$ cat config.mk
export PLATFORM = sky130hd
export DESIGN_NAME = approx_adder_error_monitor
export DESIGN_NICKNAME = d
export VERILOG_FILES = /design/src/rtl/approx_err_pkg.sv /design/src/rtl/lfsr32_gen.sv /design/src/rtl/approx_adder_error_monitor.sv
export SDC_FILE = /design/constraint.sdc
export NUM_CORES = 1
export LEC_CHECK = 0
export ABC_CLOCK_PERIOD_IN_PS = 8000
export BUFFER_PORTS_ARGS = -buffer_cell sky130_fd_sc_hd__buf_2
export CAP_MARGIN = 20
export CELL_PAD_IN_SITES_DETAIL_PLACEMENT = 0
export CELL_PAD_IN_SITES_GLOBAL_PLACEMENT = 1
export CORE_MARGIN = 10
export CORE_UTILIZATION = 28
export CTS_BUF_LIST = sky130_fd_sc_hd__clkbuf_8
export DETAILED_ROUTE_END_ITERATION = 6
export MAX_ROUTING_LAYER = met4
export PLACE_DENSITY_LB_ADDON = 0.15
export SETUP_SLACK_MARGIN = 0.1
export SLEW_MARGIN = 0
export SYNTH_ARGS = -nofsm -noshare
export SYNTH_HDL_FRONTEND = slang
export SYNTH_SLANG_ARGS = --single-unit
$ cat constraint.sdc
create_clock -name clk -period 8 [get_ports clk]
set_input_delay 0.4 -clock clk [delete_from_list [all_inputs] [get_ports clk]]
set_output_delay 0.4 -clock clk [all_outputs]
set_load 0.02 [all_outputs]
$ cat src/rtl/approx_err_pkg.sv
// Shared types and constants for the approximate-adder error monitor.
// The LFSR step is the right-shifting Galois form of x^32+x^22+x^2+x+1.
package approx_err_pkg;

   typedef enum logic [1:0] {
      S_IDLE,
      S_RUN,
      S_DRAIN,
      S_DONE
   } state_e;

   localparam logic [31:0] LFSR_POLY = 32'h8020_0003;
   localparam int          LAT_MAX   = 7;
   localparam int          DRAIN_W   = $clog2(LAT_MAX + 1);

   function automatic logic [31:0] lfsr_next(input logic [31:0] s);
      return s[0] ? ((s >> 1) ^ LFSR_POLY) : (s >> 1);
   endfunction

endpackage

$ cat src/rtl/lfsr32_gen.sv
// 32-bit Galois LFSR with synchronous seed load; a zero seed becomes 1 so
// the register can never lock up.
module lfsr32_gen
   import approx_err_pkg::*;
#(
   parameter int OUT_W = 32
) (
   input  logic             clk,
   input  logic             rst,
   input  logic [31:0]      seed,
   input  logic             load,
   input  logic             step,
   output logic [OUT_W-1:0] q
);

   logic [31:0] seed_nz;
   logic [31:0] state_q;

   assign seed_nz = (seed == 32'h0) ? 32'h1 : seed;

   always_ff @(posedge clk) begin
      if (rst || load)
         state_q <= seed_nz;
      else if (step)
         state_q <= lfsr_next(state_q);
   end

   assign q = state_q[OUT_W-1:0];

endmodule

$ cat src/rtl/approx_adder_error_monitor.sv
// Drives pseudo-random operands into an approximate adder, realigns the exact
// sum with the returned sum and accumulates raw error statistics.
module approx_adder_error_monitor
   import approx_err_pkg::*;
#(
   parameter int          N      = 16,
   parameter int          CNT_W  = 32,
   parameter int          ACC_W  = 48,
   parameter int          LAT    = 0,
   parameter logic [31:0] SEED_A = 32'h1,
   parameter logic [31:0] SEED_B = 32'h2
) (
   input  logic             clk,
   input  logic             rst,
   input  logic             start,
   input  logic [CNT_W-1:0] num_tests,
   output logic [N-1:0]     op_a,
   output logic [N-1:0]     op_b,
   input  logic [N-1:0]     dut_sum,
   output logic             busy,
   output logic             done,
   output logic [CNT_W-1:0] err_count,
   output logic [ACC_W-1:0] sum_ed,
   output logic [N-1:0]     max_ed,
   output logic [CNT_W-1:0] zero_count
);

   state_e             state_q, state_d;
   logic [CNT_W-1:0]   num_q, cnt_q;
   logic [DRAIN_W-1:0] drain_q;
   logic [N-1:0]       hold_a_q, hold_b_q;
   logic [N-1:0]       lfsr_a, lfsr_b;
   logic               launch, iss_vld;
   logic [N-1:0]       exact;
   logic               al_vld;
   logic [N-1:0]       al_ex;
   logic [N-1:0]       ed;
   logic [ACC_W:0]     sum_ext;
   logic [CNT_W-1:0]   err_q, zero_q;
   logic [ACC_W-1:0]   sum_q, sum_d;
   logic [N-1:0]       max_q;

   lfsr32_gen #(.OUT_W(N)) u_lfsr_a (
      .clk(clk), .rst(rst), .seed(SEED_A), .load(launch), .step(iss_vld), .q(lfsr_a)
   );
   lfsr32_gen #(.OUT_W(N)) u_lfsr_b (
      .clk(clk), .rst(rst), .seed(SEED_B), .load(launch), .step(iss_vld), .q(lfsr_b)
   );

   always_ff @(posedge clk) begin
      if (rst) state_q <= S_IDLE;
      else     state_q <= state_d;
   end

   always_comb begin
      state_d = state_q;
      launch  = 1'b0;
      unique case (state_q)
         S_IDLE, S_DONE: begin
            if (start) begin
               launch  = 1'b1;
               state_d = (num_tests == '0) ? S_DONE : S_RUN;
            end
         end
         S_RUN: begin
            if (cnt_q == num_q - CNT_W'(1))
               state_d = (LAT == 0) ? S_DONE : S_DRAIN;
         end
         S_DRAIN: begin
            if (drain_q == DRAIN_W'(LAT - 1))
               state_d = S_DONE;
         end
         default: state_d = S_IDLE;
      endcase
   end

   assign iss_vld = (state_q == S_RUN);
   assign busy    = (state_q == S_RUN) || (state_q == S_DRAIN);
   assign done    = (state_q == S_DONE);

   // Outside RUN the operands freeze on the last issued pair.
   assign op_a  = iss_vld ? lfsr_a : hold_a_q;
   assign op_b  = iss_vld ? lfsr_b : hold_b_q;
   assign exact = op_a + op_b;

   always_ff @(posedge clk) begin
      if (rst) begin
         num_q    <= '0;
         cnt_q    <= '0;
         drain_q  <= '0;
         hold_a_q <= '0;
         hold_b_q <= '0;
      end else begin
         if (launch) begin
            num_q <= num_tests;
            cnt_q <= '0;
         end
         if (iss_vld) begin
            cnt_q    <= cnt_q + CNT_W'(1);
            hold_a_q <= lfsr_a;
            hold_b_q <= lfsr_b;
         end
         drain_q <= (state_q == S_DRAIN) ? drain_q + DRAIN_W'(1) : '0;
      end
   end

   // Exact sum travels LAT stages so it meets the DUT's answer for the same pair.
   if (LAT == 0) begin : g_nopipe
      assign al_vld = iss_vld;
      assign al_ex  = exact;
   end else begin : g_pipe
      logic [LAT-1:0]        vld_pipe_q;
      logic [LAT-1:0][N-1:0] ex_pipe_q;

      always_ff @(posedge clk) begin
         if (rst || launch) begin
            vld_pipe_q <= '0;
         end else begin
            vld_pipe_q[0] <= iss_vld;
            for (int i = 1; i < LAT; i++) vld_pipe_q[i] <= vld_pipe_q[i-1];
         end
      end

      always_ff @(posedge clk) begin
         ex_pipe_q[0] <= exact;
         for (int i = 1; i < LAT; i++) ex_pipe_q[i] <= ex_pipe_q[i-1];
      end

      assign al_vld = vld_pipe_q[LAT-1];
      assign al_ex  = ex_pipe_q[LAT-1];
   end

   assign ed      = (dut_sum > al_ex) ? dut_sum - al_ex : al_ex - dut_sum;
   assign sum_ext = {1'b0, sum_q} + (ACC_W+1)'(ed);
   assign sum_d   = sum_ext[ACC_W] ? '1 : sum_ext[ACC_W-1:0];

   always_ff @(posedge clk) begin
      if (rst || launch) begin
         err_q  <= '0;
         zero_q <= '0;
         sum_q  <= '0;
         max_q  <= '0;
      end else if (al_vld) begin
         err_q  <= err_q + CNT_W'(ed != '0);
         zero_q <= zero_q + CNT_W'(al_ex == '0);
         sum_q  <= sum_d;
         if (ed > max_q) max_q <= ed;
      end
   end

   assign err_count  = err_q;
   assign zero_count = zero_q;
   assign sum_ed     = sum_q;
   assign max_ed     = max_q;

endmodule

==> impl_metrics.yaml, run 1 <==
outcome:
  status: "completed"
logic_synthesis:
  ys_async_sr_fraction_pct: 0
  synth_fp_nets: 2205
  synth_area_leader_cell: "dfxtp_1"
  syn_inst: 2060
  synth_edf_count: 0
  mappedNetlistArea_um2: 16600
  synth_seq_area_share_pct: 35.4
  synth_top_cell_area_share_pct: 35.4
  synth_cell_types: 76
  yosys_warnings: 0
  ys_ff_latch: 293
  syn_area_per_cell_um2: 8.05
  synth_top_cells_by_area: "dfxtp_1 (35%), ha_1 (6.8%), nor2_1 (5.0%), a21oi_1 (5.0%), nand2_1 (4.6%)"
  synth_ff_type: "dfxtp_1"
worst_hold_path:
  hp-class: "in2reg"
sta:
  fmax_ghz: 0.136
  skew_ns: 0.0205
  period_share_pct: 92.2
  rsz0062_at_grt: "true"
  slew_headroom_pct: 31.4
  tns_ns: 0
  setup_ws_ns: 0.623
  slew_viol_final: 0
  fin_crit_ns: 7.38
  tightest_slew_ns: 1.03
  setup_viol_count_final: 0
  hold_viol: 0
  hold_ws_ns: 0.0725
die:
  io_pins: 213
  fp.dieH_um: 263
  design.die.area_um2: 69400
  start_util_pct: 28.2
  fp-row-count: 89
  die_w_um: 263
  core_region_area_um2: 58800
critical_path:
  critPathMostFrequentCell: "a21o_1"
  crit_type: "reg2reg"
  required_ns: 8.55
  start_kind: "flop"
  end_kind: "flop"
  cp_slowest_cell: "fa_1"
  worstPathMaxFanout: 15
  crit_path_max_incr_delay_ns: 0.40
  worstPathArrival_ns: 7.92
drt:
  vias_per_cell: 4.79
  routed_wl_mm: 53.3
  ant_nets: 0
  dr.first_iter.drc_count: 744
  drt_drc_violations_left: 0
  wl_met3_mm: 2.52
  wl_per_cell_um: 17.0
  wl_met1_mm: 25.0
  top_layer: "met4"
  wl_met2_mm: 24.5
  drt_pass1_iterations: 5
  dr_total_vias: 15000
placed_design:
  port_buffers: 212
  dpl.hpwl_mm: 38.9
  pre_cts_slack_ns: 0.0696
  placed_area_um2: 18600
  numPlacedInstances: 2987
  place.gp.congestion: 0.912
cells_and_area:
  fillers: 6271
  fin_area_um2: 20200
  regArea_um2: 5870
  area.growth.synth_to_final_pct: 22.1
  post-route-util_pct: 34.4
  drive_gt1_share_pct: 16.8
  multiInputGateArea_um2: 10100
  final_cells: 3131
  antennaDiodeCount: 0
  fin_nets: 2458
global_routing:
  grt_pass1_vias: 15100
  antenna_found_initial: 0
  grtUsageTotal_pct: 15.4
  grt_pass1_wl_mm: 85.7
  grt_overflow: 0
  grt_max_degree: 86
power_and_ir_drop:
  p_total_mw: 5.13
  cellPowerDensity_nw_per_um2: 253
  total_leakage_power_nw: 8.29
  peakVddDrop_v: 0.000117
cts:
  root_buffer: "clkbuf_8"
  clkTransAtPathRegs_ns: 0.06
  cts_tree: "built"
  clkLatencyLatePin_ns: 0.66
  cts.sinks: 293
  clock_path_buffers: 3
  cts-buffers-inserted: 58
  cts.htree.levels: 2
job:
  maxCapViolCount: 0
[cell families (layout without fill, tap and decap cells)]
| family | after synthesis | count (layout) | share of synthesized area, % |
|---|---|---|---|
| fa+ha+maj | 94 | 94 | 7.27 |
| simple gates | 818 | 818 | 24.5 |
| compound gates | 429 | 429 | 16.0 |
| xor+xnor | 155 | 155 | 8.19 |
| mux | 63 | 63 | 3.88 |
| flops | 293 | 293 | 35.4 |
| buf+inv | 208 | 506 | 4.75 |
[sequential cells by signal, indices dropped and copies added, names as in the netlist]
register,flops
cnt_q,32
drain_q,3
err_count,32
hold_a_q,16
hold_b_q,16
max_ed,16
num_q,32
state_q,2
sum_ed,48
u_lfsr_a.state_q,32
u_lfsr_b.state_q,32
zero_count,32
[metal layers]
metal	track usage [%]	up-vias
met5	-	-
met3	3.47	92
met4	4.10	0
met2	24.6	235
met1	19.2	6959
li1	-	7698
[critical path: cells and delay by family (launching register included)]
family / cells / cell delay (ns)
compound gates: 18 / 3.57
fa+ha+maj: 5 / 1.45
simple gates: 7 / 0.97
buf+inv: 5 / 0.73
flops: 1 / 0.37
xor+xnor: 1 / 0.17
[synthesized netlist by cell type, types with 27 or more instances]
| master | count |
|---|---|
| mux2i_1 | 53 |
| nor2_1 | 221 |
| inv_1 | 112 |
| nand4_1 | 45 |
| nor2b_1 | 43 |
| nor3_1 | 50 |
| ha_1 | 90 |
| or3_1 | 27 |
| clkbuf_1 | 89 |
| nand2_1 | 202 |
| and3_1 | 27 |
| nand3_1 | 69 |
| a21oi_1 | 165 |
| nand2b_1 | 43 |
| xor2_1 | 78 |
| o21ai_0 | 85 |
| dfxtp_1 | 293 |
| xnor2_1 | 77 |
[cell usage in the layout, fill, tap and decap left out, drive strengths merged, types with 11 or more instances in the layout]
| master | n |
|---|---|
| nand3 | 69 |
| ha | 90 |
| o211ai | 25 |
| a21o | 25 |
| nor2b | 43 |
| buf | 256 |
| dlygate4sd3 | 32 |
| nor4 | 25 |
| xnor2 | 77 |
| or2 | 11 |
| nor3 | 51 |
| or3 | 27 |
| nand2b | 43 |
| and4 | 12 |
| nand4 | 47 |
| a211oi | 25 |
| and2 | 16 |
| inv | 139 |
| o21a | 14 |
| dfxtp | 293 |
| nand2 | 202 |
| and3 | 27 |
| clkbuf | 75 |
| nor2 | 221 |
| xor2 | 78 |
| mux2i | 53 |
| o21ai | 96 |
| a21oi | 165 |
| a31oi | 12 |
[final cells by class]
cell class / instances / share of cell area [%]
sequential: 293 / 29.0
multi-input combinational: 1559 / 49.8
clock buffer: 75 / 5.10
timing repair buffer: 289 / 8.58
tap: 773 / 4.78
inverter: 112 / 2.08
clock inverter: 30 / 0.674
[path summary, 6_finish.rpt]
check	from	endpoint	slack [ns]	depth (start not counted)
worst max-delay path	state_q[1]	sum_ed[28]	0.62	36
worst min-delay path	rst	cnt_q[23]	0.07	2
worst max register to register	state_q[1]	sum_ed[28]	0.62	36
worst min register to register	drain_q[0]	drain_q[0]	0.43	1
[power by group]
group	switching [mW]	total (mW)	internal, mW
logic	1.17	1.89	0.713
clock network	0.708	1.54	0.836
registers	0.130	1.70	1.57
[what timing repair did]
action | 4_1_cts | 5_1_grt
pin swaps | 0 | 7
cloned | 0 | 1
buffers inserted | 0 | 6
endpoints found under the hold margin | 32 | 0
resized for setup | 2 | 33
setup endpoints to repair | 11 | 84
hold buffers | 32 | 0
(Power assumes the default switching activity.)
==> run 2, diff against run 1 <==
--- a/config.mk
+++ b/config.mk
@@ -9,11 +9,12 @@
 export BUFFER_PORTS_ARGS = -buffer_cell sky130_fd_sc_hd__buf_2
 export CAP_MARGIN = 20
 export CELL_PAD_IN_SITES_DETAIL_PLACEMENT = 0
-export CELL_PAD_IN_SITES_GLOBAL_PLACEMENT = 1
+export CELL_PAD_IN_SITES_GLOBAL_PLACEMENT = 2
 export CORE_MARGIN = 10
 export CORE_UTILIZATION = 28
 export CTS_BUF_LIST = sky130_fd_sc_hd__clkbuf_8
 export DETAILED_ROUTE_END_ITERATION = 6
+export GPL_TIMING_DRIVEN = 0
 export MAX_ROUTING_LAYER = met4
 export PLACE_DENSITY_LB_ADDON = 0.15
 export SETUP_SLACK_MARGIN = 0.1
==> run 2 against run 1 <==
Effect of this change: clock skew is 0.034 ns higher; worst setup slack got worse by 0.19 ns; register-to-register slack got worse by 0.19 ns; via count grew 4.1%; sequential cell count unchanged; highest routed layer unchanged; utilization is 1.5 points higher.
==> impl_metrics.yaml, run 2 (synthesis gave the netlist of run 1 again) <==
critical_path:
  worstPathMaxFanout: 10
  worst-path-buf-inv: 10
  critPathMostFrequentCell: "a21o_1"
  rr_endpoint: "sum_ed[38]"
  start_kind: "flop"
  crit_type: "reg2reg"
  r2r-start: "state_q[1]"
  crit_path_max_incr_delay_ns: 0.36
  required_ns: 8.52
  cp_slowest_cell: "dfxtp_4"
  r2r_slack_ns: 0.43
  r2r_cells: 40
  end_kind: "flop"
  cpLargestDelayFamily: "compound AO/OA/AOI/OAI gates"
  path_depth: 40
  worstPathArrival_ns: 8.09
cells_and_area:
  fin_nets: 2539
  drive_gt1_share_pct: 19.5
  final_cell_mix: "dfxtp_1 (291), buf_2 (215), nor2_1 (214)"
  largest_register_ffs: 48
  area.growth.synth_to_final_pct: 27.3
  fillers: 6189
  post-route-util_pct: 35.9
  antennaDiodeCount: 0
  final_common_cell: "dfxtp_1"
sta:
  fmax_ghz: 0.132
  skew_ns: 0.0544
  setup_viol_count_final: 0
  slew_viol_final: 0
  slew_headroom_pct: 17.4
  hold_ws_ns: 0.110
  fin_crit_ns: 7.57
  period_share_pct: 94.6
  tightest_slew_ns: 1.23
  setup_ws_ns: 0.433
  rsz0062_at_grt: "true"
  hold_viol: 0
die:
  fp-row-count: 89
  start_util_pct: 28.2
  fp.dieH_um: 263
  design.die.area_um2: 69400
  core_region_area_um2: 58800
  io_pins: 213
  die_w_um: 263
drt:
  wl_per_cell_um: 18.3
  vias_per_cell: 4.86
  dr_total_vias: 15600
  drt_pass1_iterations: 5
  dr.first_iter.drc_count: 842
  drt_drc_violations_left: 0
  routed_wl_mm: 58.8
  ant_nets: 0
power_and_ir_drop:
  total_leakage_power_nw: 8.48
  p_total_mw: 5.48
  cellPowerDensity_nw_per_um2: 259
  peakVddDrop_v: 0.000136
global_routing:
  grtUsageTotal_pct: 16.6
  grt_pass1_wl_mm: 90.4
  grt_overflow: 0
  grt_max_degree: 16
  antenna_found_initial: 1
  grt_pass1_vias: 15400
worst_hold_path:
  worst_hold_path.endpoint: "num_q[31]"
  hp-class: "in2reg"
  hp-start: "num_tests[31]"
  min_path_cells: 3
cts:
  cts.htree.levels: 2
  clkTransAtPathRegs_ns: 0.06
  root_buffer: "clkbuf_8"
  clock_path_buffers: 3
  cts-buffers-inserted: 58
  clkLatencyLatePin_ns: 0.67
  cts_tree: "built"
  cts.sinks: 293
job:
  maxCapViolCount: 0
placed_design:
  pre_cts_slack_ns: -3.45
  dpl.hpwl_mm: 44.2
  place.gp.congestion: 0.853
  port_buffers: 212
outcome:
  status: "completed"
==> run 2: cell count changes in the layout (fill, tap and decap cells not counted), sizes merged <==
cell / before / now
clkinv: 3 / 6
clkdlybuf4s15: 1 / 0
inv: 139 / 124
clkbuf: 75 / 167
dlygate4sd3: 32 / 31
buf: 256 / 254
bufinv: 0 / 1
==> run 2: worst max path at each step <==
| stage | startpoint | endpoint |
|---|---|---|
| after floorplan | state_q[1] | sum_ed[40] |
| after global placement | state_q[0] | sum_ed[12] |
| after detailed placement | state_q[0] | sum_ed[14] |
| after CTS | state_q[0] | sum_ed[38] |
| after global routing | state_q[1] | sum_ed[38] |
| final | state_q[1] | sum_ed[38] |
==> run 2: power breakdown <==
part / leakage [nW] / internal (mW) / switching (mW)
sequential: 2.37 / 1.57 / 0.123
clock: 0.689 / 0.933 / 0.711
combinational: 5.42 / 0.800 / 1.34
total: 8.48 / 3.30 / 2.17
==> run 2: final cells by class <==
type                            count  area, µm²  area share (%)
Clock inverter                     19        115           0.545
Inverter                          112        420            1.99
Clock buffer                       82       1130            5.35
Multi-Input combinational cell   1559      10400            49.5
Timing Repair Buffer              278       1660            7.88
Buffer                             92        495            2.35
Sequential cell                   293       5870            27.8
Tap cell                          773        967            4.58
==> run 2: per-stage QoR <==
step	setup TNS [ns]	cell area [µm²]	cells
after floorplan	0	16600	2060
after global placement	-323.76	18600	3045
after detailed placement	-312.40	18600	3045
after CTS	0	20800	3198
after global routing	0	21100	3208
final	0	21100	3208
==> run 2: worst register-to-register path: cells and delay by family, from the launching register on <==
| family | cells | cell delay (ns) |
|---|---|---|
| and+or+nand+nor | 6 | 0.72 |
| xor gates and xnor gates | 1 | 0.18 |
| AOI/OAI and AO/OA | 17 | 3.26 |
| adders and majority gates | 5 | 1.16 |
| muxes | 1 | 0.28 |
| buffers and inverters | 10 | 1.47 |
| DFF | 1 | 0.36 |
==> run 2: timing repair <==
action | in CTS | in global routing
hold buffers | 31 | 0
setup buffers | 23 | 9
setup endpoints to repair | 124 | 87
gates resized for setup | 106 | 65
gates cloned | 2 | 1
hold endpoints to repair | 31 | 0
pin swaps | 25 | 27
==> run 2: layer usage <==
layer	share of wire (%)	global-route usage [%]	vias to the layer above	wire length, µm
met2	47	27.0	298	27400
met5	0	-	-	0
met1	47	21.0	7354	27500
li1	-	-	7861	-
met3	4.7	3.23	79	2750
met4	1.9	3.74	0	1140
==> run 3, diff against run 2 <==
--- a/config.mk
+++ b/config.mk
@@ -11,11 +11,10 @@
 export CELL_PAD_IN_SITES_DETAIL_PLACEMENT = 0
 export CELL_PAD_IN_SITES_GLOBAL_PLACEMENT = 2
 export CORE_MARGIN = 10
-export CORE_UTILIZATION = 28
+export CORE_UTILIZATION = 32
 export CTS_BUF_LIST = sky130_fd_sc_hd__clkbuf_8
 export DETAILED_ROUTE_END_ITERATION = 6
 export GPL_TIMING_DRIVEN = 0
-export MAX_ROUTING_LAYER = met4
 export PLACE_DENSITY_LB_ADDON = 0.15
 export SETUP_SLACK_MARGIN = 0.1
 export SLEW_MARGIN = 0
==> run 3 against run 2 <==
Effect of this change: routed wire length down 4.3%; largest power group unchanged; clock skew down 0.033 ns; via count down 0.12%; global-route usage up 1.2 points; critical path type unchanged; largest cell class unchanged.
==> impl_metrics.yaml, run 3 (synthesis gave the netlist of run 1 again) <==
outcome:
  status: "completed"
drt:
  routed_wl_mm: 56.3
  dr.first_iter.drc_count: 631
  drt_pass1_iterations: 5
  ant_nets: 0
  drt_drc_violations_left: 0
  dr_total_vias: 15600
  vias_per_cell: 5.02
  wl_per_cell_um: 18.2
die:
  fp-row-count: 83
  start_util_pct: 32.3
  die_w_um: 248
  design.die.area_um2: 61300
  core_region_area_um2: 51300
  io_pins: 213
  fp.dieH_um: 248
power_and_ir_drop:
  total_leakage_power_nw: 8.37
  p_total_mw: 5.22
  cellPowerDensity_nw_per_um2: 252
  peakVddDrop_v: 0.000102
placed_design:
  place.gp.congestion: 0.868
  placed_area_um2: 18500
  pre_cts_slack_ns: -3.38
  port_buffers: 212
  numPlacedInstances: 2952
  dpl.hpwl_mm: 42.6
cells_and_area:
  fillers: 5387
  fin_area_um2: 20700
  drive_gt1_share_pct: 18.4
  post-route-util_pct: 40.3
  area.growth.synth_to_final_pct: 24.6
  final_cells: 3100
  antennaDiodeCount: 0
  fin_nets: 2531
  largest_register_ffs: 48
  final_common_cell: "dfxtp_1"
  final_cell_mix: "dfxtp_1 (291), nor2_1 (214), buf_2 (214)"
global_routing:
  grt_pass1_wl_mm: 87.4
  grt_overflow: 0
  grt_max_degree: 15
  antenna_found_initial: 0
  grtUsageTotal_pct: 17.8
  grt_pass1_vias: 15300
critical_path:
  worstPathArrival_ns: 8.08
  start_kind: "flop"
  r2r_slack_ns: 0.40
  cp_slowest_cell: "o31ai_4"
  r2r_cells: 40
  critPathMostFrequentCell: "a21o_1"
  worstPathMaxFanout: 10
  required_ns: 8.48
  crit_path_max_incr_delay_ns: 0.41
  end_kind: "flop"
  crit_type: "reg2reg"
job:
  maxCapViolCount: 0
worst_hold_path:
  min_path_cells: 3
  hp-class: "in2reg"
cts:
  cts_tree: "built"
  cts.sinks: 293
  clock_path_buffers: 3
  clkLatencyLatePin_ns: 0.63
  cts-buffers-inserted: 57
  cts.htree.levels: 2
  root_buffer: "clkbuf_8"
  clkTransAtPathRegs_ns: 0.06
sta:
  slew_headroom_pct: 32.1
  tns_ns: 0
  fin_crit_ns: 7.60
  slew_viol_final: 0
  fmax_ghz: 0.132
  skew_ns: 0.0213
  setup_viol_count_final: 0
  hold_viol: 0
  hold_ws_ns: 0.0778
  rsz0062_at_grt: "false"
  setup_ws_ns: 0.396
  tightest_slew_ns: 1.01
  period_share_pct: 95.0
[run 3: changes by cell type in the layout (fill, tap and decap cells not counted), sizes merged]
cell,delta
clkbuf,-16
inv,+11
clkinv,-5
dlygate4sd3,-4
buf,-1
bufinv,-1
clkinvlp,+1
[run 3: layout make-up]
type	instances	area (µm²)	area share, %
Multi-Input combinational cell	1559	10400	50.4
Sequential cell	293	5870	28.4
Timing Repair Buffer	270	1570	7.62
Clock buffer	68	936	4.53
Tap cell	680	851	4.12
Buffer	93	507	2.45
Inverter	112	420	2.03
Clock inverter	25	98.8	0.478
[run 3: final timing paths]
path / from / end
max: state_q[1] / sum_ed[40]
min reg2reg: drain_q[0] / drain_q[0]
min: num_tests[1] / num_q[1]
max reg2reg: state_q[1] / sum_ed[40]
[run 3: critical path: cells and delay by family (launching register included)]
| kind | cells | cell delay, ns |
|---|---|---|
| xor gates and xnor gates | 1 | 0.15 |
| DFF | 1 | 0.36 |
| and+or+nand+nor | 6 | 0.73 |
| muxes | 1 | 0.27 |
| buffers and inverters | 9 | 1.36 |
| AOI/OAI and AO/OA | 18 | 3.40 |
| adders and majority gates | 5 | 1.17 |
[run 3: power breakdown]
group	total [mW]	internal [mW]	switching, mW
combinational	2.12	0.801	1.32
sequential	1.69	1.57	0.123
clock	1.40	0.752	0.651
[run 3: per-layer routing]
layer,up-vias,routed length (µm),track usage (%)
met5,-,0,0
met4,0,1280,5.13
met3,71,2490,3.23
met2,291,26000,29.3
met1,7371,26500,23.5
li1,7841,-,-
[run 3: what timing repair did]
item                                    4_1_cts  5_1_grt
cloned                                        2        0
endpoints found under the hold margin        27        0
endpoints found under the setup margin      123       87
pin swaps                                    17       25
hold buffers                                 27        0
setup buffers                                15       13
gates resized for setup                     102       65
